**src/rtl/mul_pkg.sv**
```systemverilog
// rtl/mul_pkg.sv - shared multiply opcodes, FSM encoding and width default
package mul_pkg;

  localparam int MUL_DATA_WIDTH = 32;

  localparam logic [1:0] MUL_U_IMM = 2'd0;
  localparam logic [1:0] MUL_U_REG = 2'd1;
  localparam logic [1:0] MUL_S_IMM = 2'd2;
  localparam logic [1:0] MUL_S_REG = 2'd3;

  typedef enum logic [1:0] {
    IDLE = 2'd0,
    CALC = 2'd1,
    SIGN = 2'd2,
    WB   = 2'd3
  } mul_state_t;

endpackage

```
**src/rtl/mul_operand_prep.sv**
```systemverilog
// rtl/mul_operand_prep.sv - operand B select/extend, operand magnitudes and result sign
module mul_operand_prep
  import mul_pkg::*;
#(
  parameter int DATA_WIDTH = MUL_DATA_WIDTH,
  parameter int IMM_WIDTH  = 16
) (
  input  logic [1:0]            mul_type,
  input  logic [DATA_WIDTH-1:0] src1_data,
  input  logic [DATA_WIDTH-1:0] src2_data,
  input  logic [IMM_WIDTH-1:0]  imm,
  output logic [DATA_WIDTH-1:0] a_mag,
  output logic [DATA_WIDTH-1:0] b_mag,
  output logic                  sign
);

  logic                  is_signed;
  logic [DATA_WIDTH-1:0] b_op;
  logic                  a_neg;
  logic                  b_neg;

  always_comb begin
    is_signed = mul_type[1];
    // Immediate is sign-extended only for the signed immediate form.
    if (mul_type[0]) begin
      b_op = src2_data;
    end else begin
      b_op = {{(DATA_WIDTH-IMM_WIDTH){imm[IMM_WIDTH-1] & is_signed}}, imm};
    end
    a_neg = is_signed & src1_data[DATA_WIDTH-1];
    b_neg = is_signed & b_op[DATA_WIDTH-1];
    // Negating the most negative value wraps to 2^(W-1), which is the correct unsigned magnitude.
    a_mag = a_neg ? -src1_data : src1_data;
    b_mag = b_neg ? -b_op : b_op;
    sign  = a_neg ^ b_neg;
  end

endmodule

```
**src/rtl/mul_ucode_sequencer.sv**
```systemverilog
// rtl/mul_ucode_sequencer.sv - radix-2 shift-add multiply sequencer with pipeline stall and writeback
module mul_ucode_sequencer
  import mul_pkg::*;
#(
  parameter int DATA_WIDTH = MUL_DATA_WIDTH,
  parameter int IMM_WIDTH  = 16,
  parameter int REG_AW     = 4
) (
  input  logic                  clk,
  input  logic                  rst,
  input  logic                  mul_trigger,
  input  logic [1:0]            mul_type,
  input  logic [REG_AW-1:0]     dest_reg,
  input  logic [DATA_WIDTH-1:0] src1_data,
  input  logic [DATA_WIDTH-1:0] src2_data,
  input  logic [IMM_WIDTH-1:0]  imm,
  output logic                  stall,
  output logic                  busy,
  output logic                  rf_we,
  output logic [REG_AW-1:0]     rf_waddr,
  output logic [DATA_WIDTH-1:0] rf_wdata,
  output logic [DATA_WIDTH-1:0] prod_hi,
  output logic                  done
);

  localparam int CW = $clog2(DATA_WIDTH);
  localparam logic [CW-1:0] CNT_LAST = CW'(DATA_WIDTH - 1);

  mul_state_t              state_q, state_d;
  logic [2*DATA_WIDTH-1:0] acc_q;
  logic [2*DATA_WIDTH-1:0] a_q;
  logic [DATA_WIDTH-1:0]   b_q;
  logic [CW-1:0]           cnt_q;
  logic                    sign_q;
  logic [REG_AW-1:0]       dest_q;

  logic [DATA_WIDTH-1:0]   a_mag;
  logic [DATA_WIDTH-1:0]   b_mag;
  logic                    sign;

  mul_operand_prep #(
    .DATA_WIDTH (DATA_WIDTH),
    .IMM_WIDTH  (IMM_WIDTH)
  ) u_prep (
    .mul_type  (mul_type),
    .src1_data (src1_data),
    .src2_data (src2_data),
    .imm       (imm),
    .a_mag     (a_mag),
    .b_mag     (b_mag),
    .sign      (sign)
  );

  always_comb begin
    state_d = state_q;
    busy    = 1'b0;
    stall   = 1'b0;
    rf_we   = 1'b0;
    done    = 1'b0;
    case (state_q)
      IDLE: begin
        stall = mul_trigger;
        if (mul_trigger) state_d = CALC;
      end
      CALC: begin
        busy  = 1'b1;
        stall = 1'b1;
        if (cnt_q == CNT_LAST) state_d = SIGN;
      end
      SIGN: begin
        busy    = 1'b1;
        stall   = 1'b1;
        state_d = WB;
      end
      WB: begin
        // Stall drops here so decode advances on the edge that ends the writeback.
        busy    = 1'b1;
        rf_we   = 1'b1;
        done    = 1'b1;
        state_d = IDLE;
      end
      default: state_d = IDLE;
    endcase
  end

  always_ff @(posedge clk or posedge rst) begin
    if (rst) begin
      state_q  <= IDLE;
      acc_q    <= '0;
      a_q      <= '0;
      b_q      <= '0;
      cnt_q    <= '0;
      sign_q   <= 1'b0;
      dest_q   <= '0;
      rf_waddr <= '0;
      rf_wdata <= '0;
      prod_hi  <= '0;
    end else begin
      state_q <= state_d;
      case (state_q)
        IDLE: begin
          if (mul_trigger) begin
            dest_q <= dest_reg;
            a_q    <= {{DATA_WIDTH{1'b0}}, a_mag};
            b_q    <= b_mag;
            sign_q <= sign;
            acc_q  <= '0;
            cnt_q  <= '0;
          end
        end
        CALC: begin
          // a_q carries A<<cnt so each step is a single add.
          if (b_q[0]) acc_q <= acc_q + a_q;
          a_q   <= a_q << 1;
          b_q   <= b_q >> 1;
          cnt_q <= cnt_q + CW'(1);
        end
        SIGN: begin
          {prod_hi, rf_wdata} <= sign_q ? -acc_q : acc_q;
          rf_waddr            <= dest_q;
        end
        default: ;
      endcase
    end
  end

endmodule

```
**config.mk**
```make
export PLATFORM = sky130hd
export DESIGN_NAME = mul_ucode_sequencer
export DESIGN_NICKNAME = d
export VERILOG_FILES = /design/src/rtl/mul_pkg.sv /design/src/rtl/mul_operand_prep.sv /design/src/rtl/mul_ucode_sequencer.sv
export SDC_FILE = /design/constraint.sdc
export NUM_CORES = 1
export LEC_CHECK = 0
export CORE_MARGIN = 4
export CORE_UTILIZATION = 58
export CTS_CLUSTER_DIAMETER = 150
export DETAILED_ROUTE_END_ITERATION = 7
export GPL_ROUTABILITY_DRIVEN = 0
export GPL_TIMING_DRIVEN = 0
export HOLD_SLACK_MARGIN = 0.15
export PLACE_DENSITY = 0.91
export SKIP_LAST_GASP = 1
export SYNTH_ARGS = -nofsm -noshare
export SYNTH_HDL_FRONTEND = slang
export SYNTH_SLANG_ARGS = --single-unit
export TNS_END_PERCENT = 50
```
**constraint.sdc**
```tcl
create_clock -name clk -period 10.3 [get_ports clk]
set_input_delay 2.575 -clock clk [delete_from_list [all_inputs] [get_ports clk]]
set_output_delay 2.575 -clock clk [all_outputs]
set_load 0.01 [all_outputs]
```
==> impl_metrics.csv, run 1 <==
group,metric,value,unit
outcome,status,"complete, no violations",
clocking,cts-root-buf,"clkbuf_16",
place,port_buffers,158,
floorplanning,io_pins,161,
critical_path,worstPathArrival,7510,ps
clocking,tritoncts,"built",
route,drc,0,
floorplanning,fp-row-count,60,
sta,min_period_over_period,69.1,%
floorplanning,dieArea,30200,µm²
route,vias_per_cell,6.53,
yosys,syn_area_per_cell,8.37,µm²
critical_path,cp-start-kind,"primary input",
clocking,clk_path_buf_depth,3,
sta,finClkSkew,14.1,ps
yosys,synth_area,15900,µm²
route,vias,16000,
clocking,cts_resized,0,
yosys,synth_seq_area_share,37.7,%
pwr,power_per_cell_area,288,nW/µm²
clocking,clock_latency,540,ps
min_path,holdCritPathClass,"register to register",
sta,worst_pin_slew,1240,ps
yosys,synthFlopType,"dfrtp_1",
yosys,synthMostInstantiatedCell,"a21oi_1",
clocking,cts_setup_buffers,0,
sta,hold_ws,503,ps
yosys,synth_commonest_cells,"a21oi_1 (255), dfrtp_1 (240), nand2_1 (205)",
grt,grt_overflow,0,
layout,area_growth,18.5,%
route,wirelength,48200,µm
yosys,ys_types,80,
sta,maxSlewHeadroom,16.5,%
place,dp_slack,2780,ps
critical_path,crit_buf_inv,6,
sta,setup_ws,3180,ps
critical_path,slowest_delay,680,ps
sta,final_max_slew_viol_count,0,
grt,antenna_found_initial,1,
sta,rsz0062_at_grt,"no",
critical_path,cp_cell_sequence,"clkbuf_1 > clkbuf_1 > clkbuf_1 > clkbuf_1 > clkbuf_1 > buf_1 > mux2i_1 > ha_1 > o221ai_1 > nor2_1 > nor4bb_1 > and2_1 > a41oi_1 > xor2_1 > nor2_1 > a21oi_1 > a21oi_1",
layout,fill_cells,1933,
yosys,async_flop_share,100,%
critical_path,cp_slowest_cell,"nor4bb_1",
critical_path,cp_max_fo,10,
clocking,cts.reportedPaths.clkPinSlew,60,ps
floorplanning,die_width,174,µm
job,cap_violations,0,
floorplanning,design.core.area,27000,µm²
yosys,ys_warn_count,0,
grt,grt_max_degree,137,
route,drtPass1Iterations,6,
yosys,synth-edff-count,0,
layout,layout.nets,2250,
layout,drive_gt1_share,3.80,%
pwr,p_leak,8.15,nW
floorplanning,die_h,174,µm
critical_path,path_common_cell,"clkbuf_1",
route,antenna_left,0,
floorplanning,floorplan.initialDensity,59.1,%
grt,grt_pass1_wl,78300,µm
sta,hold_viol_final,0,
route,drt_iter0_markers,1688,
yosys,synth_area_leaders,"dfrtp_1 (38%), a21oi_1 (8.0%), xor2_1 (5.9%)",
route,wire_per_inst,19.7,µm
sta,timing.fmax,140,MHz
yosys,yosys_register_bits,240,
clocking,cts.htree.levels,1,
clocking,cts_sinks,240,
clocking,ctsHoldBuffers,0,
clocking,numCtsBuffers,25,
grt,grt_pass1_vias,15500,
critical_path,critPathKind,"primary input to register",
sta,fin_setup_tns,0,ps
critical_path,required,10680,ps
critical_path,critPathCaptureType,"register",
yosys,syn-instance-count,1902,
sta,setup_viol,0,
yosys,yosys.area.top_type,"dfrtp_1",
place,dp_hpwl,35300,µm
sta,final.min_clock_period,7120,ps
yosys,synth_top_cell_area_share,37.7,%
critical_path,worst_path_dominant_cell_family,"buffers and inverters",
grt,grtUsageTotal,30.8,%
yosys,synth_nets,2064,
pwr,ir_worst_vdd,154,µV
[per-layer routing]
layer,up-vias,GRT usage (%),routed length [µm]
met5,-,0,0
met4,0,13.8,2450
met3,220,5.69,5420
met2,1113,50.0,21800
met1,7428,40.5,18500
li1,7215,-,-
[layout by cell type (no fill, tap or decap), drive strengths merged, types with 6 or more instances in the layout]
master	Yosys	final
buf	10	11
o21a	6	6
nand4	26	26
nor3	37	37
and3	12	12
a21oi	256	256
a31oi	15	15
nand2	205	205
o21ai	189	189
clkbuf	102	132
ha	72	72
o41ai	11	11
nor2	182	182
o31ai	27	27
nand2b	13	13
or3	25	25
dfrtp	240	240
nor4	18	18
xnor2	59	59
nor2b	10	10
xor2	107	107
o21bai	12	12
mux2i	20	20
nor3b	6	6
inv	36	38
mux2	16	16
nand3	26	26
clkdlybuf4s50	0	158
clkinv	1	7
a21o	30	30
a22o	38	38
and2	8	8
or4	13	13
o22ai	7	7
[logic make-up (layout without fill, tap and decap cells)]
group                    count (synthesis)  count (layout)  share of synthesized area, %
adder cells (fa/ha/maj)                 73              73                          5.78
flip-flops                             240             240                          37.7
AO/OA/AOI/OAI                          644             644                          24.1
buffers and inverters                  149             353                          3.54
other                                    0               1                             0
AND/OR/NAND/NOR                        594             594                          17.3
multiplexers                            36              36                          2.39
XOR/XNOR                               166             166                          9.13
[path summary, 6_finish.rpt]
path / start / to / slack [ps] / cells after the start
max: mul_type[0] / b_q[28] / 3180 / 17
min: dest_q[1] / rf_waddr[1] / 500 / 1
max in group asynchronous: rst / acc_q[11] / 6550 / 3
min reg2reg: dest_q[1] / rf_waddr[1] / 500 / 1
min in group asynchronous: rst / rf_wdata[22] / 2580 / 2
max reg2reg: acc_q[0] / acc_q[58] / 5710 / 13
[registers in the layout (all words and copies together), names as in the netlist, 2 cells and up]
name	flops
prod_hi	32
rf_wdata	32
rf_waddr	4
state_q	2
acc_q	64
b_q	32
dest_q	4
cnt_q	5
a_q	64
[power breakdown]
part           switching [mW]  internal, mW
clock network           0.403         0.596
registers               0.306          1.29
logic                    1.78          1.05
[cell type report]
class | instances | area [µm²] | area share [%]
multi-input cells | 1513 | 9350 | 49.6
repair buffers | 159 | 1610 | 8.53
well taps | 341 | 427 | 2.26
clock inverters | 15 | 223 | 1.18
plain buffers | 112 | 424 | 2.25
inverters | 37 | 146 | 0.776
flip-flops and latches | 240 | 6010 | 31.8
diodes | 1 | 2.50 | 0.0133
clock buffers | 30 | 674 | 3.57
[stage by stage]
stage                     instance area, µm²  instances  utilization (%)  power [mW]
after floorplan                        15900       1902                -        3.30
after global routing                   18900       2448             70.0        5.75
after detailed placement               18000       2402             66.7        4.32
after global placement                 17900       2401             66.5        4.19
final                                  18900       2448             70.0        5.43
after CTS                              18900       2447             70.0        5.35
[worst register-to-register path: cells and delay by family, from the launching register on]
| family | cells | cell delay, ps |
|---|---|---|
| compound gates | 7 | 2780 |
| fa+ha+maj | 2 | 630 |
| flops | 1 | 520 |
| simple gates | 3 | 510 |
| buf+inv | 1 | 60 |
No activity file was read; power rests on OpenSTA's default activity.
==> run 2, diff against run 1 <==
==> constraint.sdc (replaced) <==
create_clock -name clk -period 7.05 [get_ports clk]
set_input_delay 1.7625 -clock clk [delete_from_list [all_inputs] [get_ports clk]]
set_output_delay 1.7625 -clock clk [all_outputs]
set_load 0.01 [all_outputs]
==> impl_metrics.csv, run 2 (synthesis results as in run 1) <==
group,metric,value,unit
outcome,status,"complete, no violations",
pwr,swShare,46.0,%
sta,final_max_slew_viol_count,0,
place,place_area,18100,µm²
place,dp_hpwl,36100,µm
route,drt_iter0_markers,1692,
sta,worst_pin_slew,1390,ps
place,port_buffers,158,
layout,reg_top3,"a_q (64), acc_q (64)",
sta,setup_viol,0,
job,cap_violations,0,
min_path,holdCritPathClass,"register to register",
layout,mostFrequentLayoutCells,"a21oi_1 (255), dfrtp_1 (240), nand2_1 (205), o21ai_0 (186), nor2_1 (182)",
floorplanning,die_h,174,µm
sta,hold_viol_final,0,
clocking,cts_setup_buffers,0,
grt,grt_max_degree,46,
layout,fill_cells,1935,
route,antenna_left,0,
grt,grt_overflow,0,
clocking,numCtsBuffers,24,
route,vias_per_cell,6.52,
layout,fin_area,18900,µm²
layout,layout.nets,2254,
clocking,cts_sinks,240,
pwr,share_comb_of_total_power,52.8,%
grt,grtUsageTotal,31.1,%
pwr,switchingPower,3.62,mW
sta,maxSlewHeadroom,6.61,%
critical_path,cp_slowest_cell,"nor4bb_1",
critical_path,cp-start-kind,"primary input",
layout,area_growth,18.7,%
pwr,p_clk_share,17.4,%
layout,num_antenna_cells,0,
pwr,p_leak,8.17,nW
floorplanning,floorplan.initialDensity,59.1,%
layout,drive_gt1_share,3.98,%
sta,min_period_over_period,90.3,%
clocking,tritoncts,"built",
clocking,ctsHoldBuffers,0,
route,wirelength_met1,18500,µm
route,wire_per_inst,19.9,µm
floorplanning,dieArea,30200,µm²
sta,rsz0062_at_grt,"no",
floorplanning,fp-row-count,60,
route,drc,0,
route,vias,16000,
layout,final_cells,2451,
critical_path,slowest_delay,680,ps
clocking,cts-root-buf,"clkbuf_16",
pwr,ir_worst_vdd,241,µV
route,top_layer,"met4",
critical_path,path_common_cell,"clkbuf_1",
sta,timing.fmax,157,MHz
critical_path,required,7430,ps
grt,antenna_found_initial,0,
sta,fin_setup_tns,0,ps
clocking,cts.htree.levels,1,
sta,finClkSkew,14.0,ps
floorplanning,die_width,174,µm
route,met3_wirelength,5530,µm
critical_path,cp_cell_sequence,"clkbuf_1 > clkbuf_1 > clkbuf_1 > clkbuf_1 > clkbuf_1 > buf_1 > mux2i_1 > ha_1 > o221ai_1 > nor2_1 > nor4bb_1 > and2_1 > a31oi_1 > xor2_1 > nor2_1 > a21oi_1 > a21oi_1",
floorplanning,io_pins,161,
grt,grt_pass1_vias,15700,
critical_path,critPathCaptureType,"register",
critical_path,worstPathArrival,6750,ps
route,dr_wl_met2,22400,µm
critical_path,critPathKind,"primary input to register",
clocking,clk_path_buf_depth,3,
grt,grt_pass1_wl,78600,µm
pwr,intPower,4.24,mW
pwr,seqPwrFrac,29.7,%
place,placed_cells,2407,
route,wirelength,48700,µm
layout,final_common_cell,"a21oi_1",
critical_path,cp_max_fo,10,
clocking,cts.reportedPaths.clkPinSlew,70,ps
clocking,clock_latency,530,ps
pwr,finalPower,7.86,mW
floorplanning,design.core.area,27000,µm²
pwr,power_per_cell_area,416,nW/µm²
sta,final.min_clock_period,6370,ps
route,drtPass1Iterations,7,
clocking,cts_resized,0,
[run 2: cell type report]
class | instances | area (µm²) | area share, %
Clock buffer | 32 | 702 | 3.71
Tap cell | 341 | 427 | 2.26
Inverter | 37 | 143 | 0.754
Multi-Input combinational cell | 1513 | 9350 | 49.5
Buffer | 112 | 424 | 2.24
Timing Repair Buffer | 164 | 1700 | 9.00
Clock inverter | 12 | 150 | 0.794
Sequential cell | 240 | 6010 | 31.8
[run 2: routing by layer]
layer  up-vias  global-route usage (%)
met5         -                       0
met1      7452                    39.7
li1       7238                       -
met3       193                    6.61
met4         0                    14.3
met2      1103                    50.9
[run 2: worst paths after layout]
kind	end	start	cells after the start	slack, ps
worst max-delay path	b_q[30]	mul_type[0]	17	680
worst min-delay path	b_q[18]	b_q[18]	2	490
worst max register to register	acc_q[62]	acc_q[0]	13	2500
worst min register to register	b_q[18]	b_q[18]	2	490
max in group asynchronous	dest_q[3]	rst	5	4390
min in group asynchronous	rf_wdata[21]	rst	2	1610
[run 2: metrics by stage]
| stage | hold WS [ps] | utilization [%] | worst slack [ps] |
|---|---|---|---|
| final | 485 | 70.2 | 685 |
| after CTS | 486 | 70.2 | 834 |
| after global routing | 519 | 70.2 | 440 |
| after floorplan | 444 | - | 1460 |
| after detailed placement | 472 | 67.0 | 321 |
| after global placement | 463 | 66.5 | 434 |
[run 2: power groups by stage]
| stage | Clock (mW) | Sequential [mW] | Combinational, mW |
|---|---|---|---|
| finish | 1.37 | 2.34 | 4.15 |
| CTS | 1.36 | 2.31 | 4.06 |
| global placement | 0 | 2.29 | 3.84 |
| detailed placement | 0 | 2.32 | 4.01 |
| floorplan | 0 | 2.28 | 2.53 |
| global route | 1.43 | 2.38 | 4.52 |
[run 2: critical path: cells and delay by family]
| family | cells | cell delay, ps |
|---|---|---|
| AOI/OAI and AO/OA | 4 | 530 |
| adders and majority gates | 1 | 260 |
| and+or+nand+nor | 4 | 1310 |
| muxes | 1 | 370 |
| xor gates and xnor gates | 1 | 170 |
| buffers and inverters | 6 | 2330 |
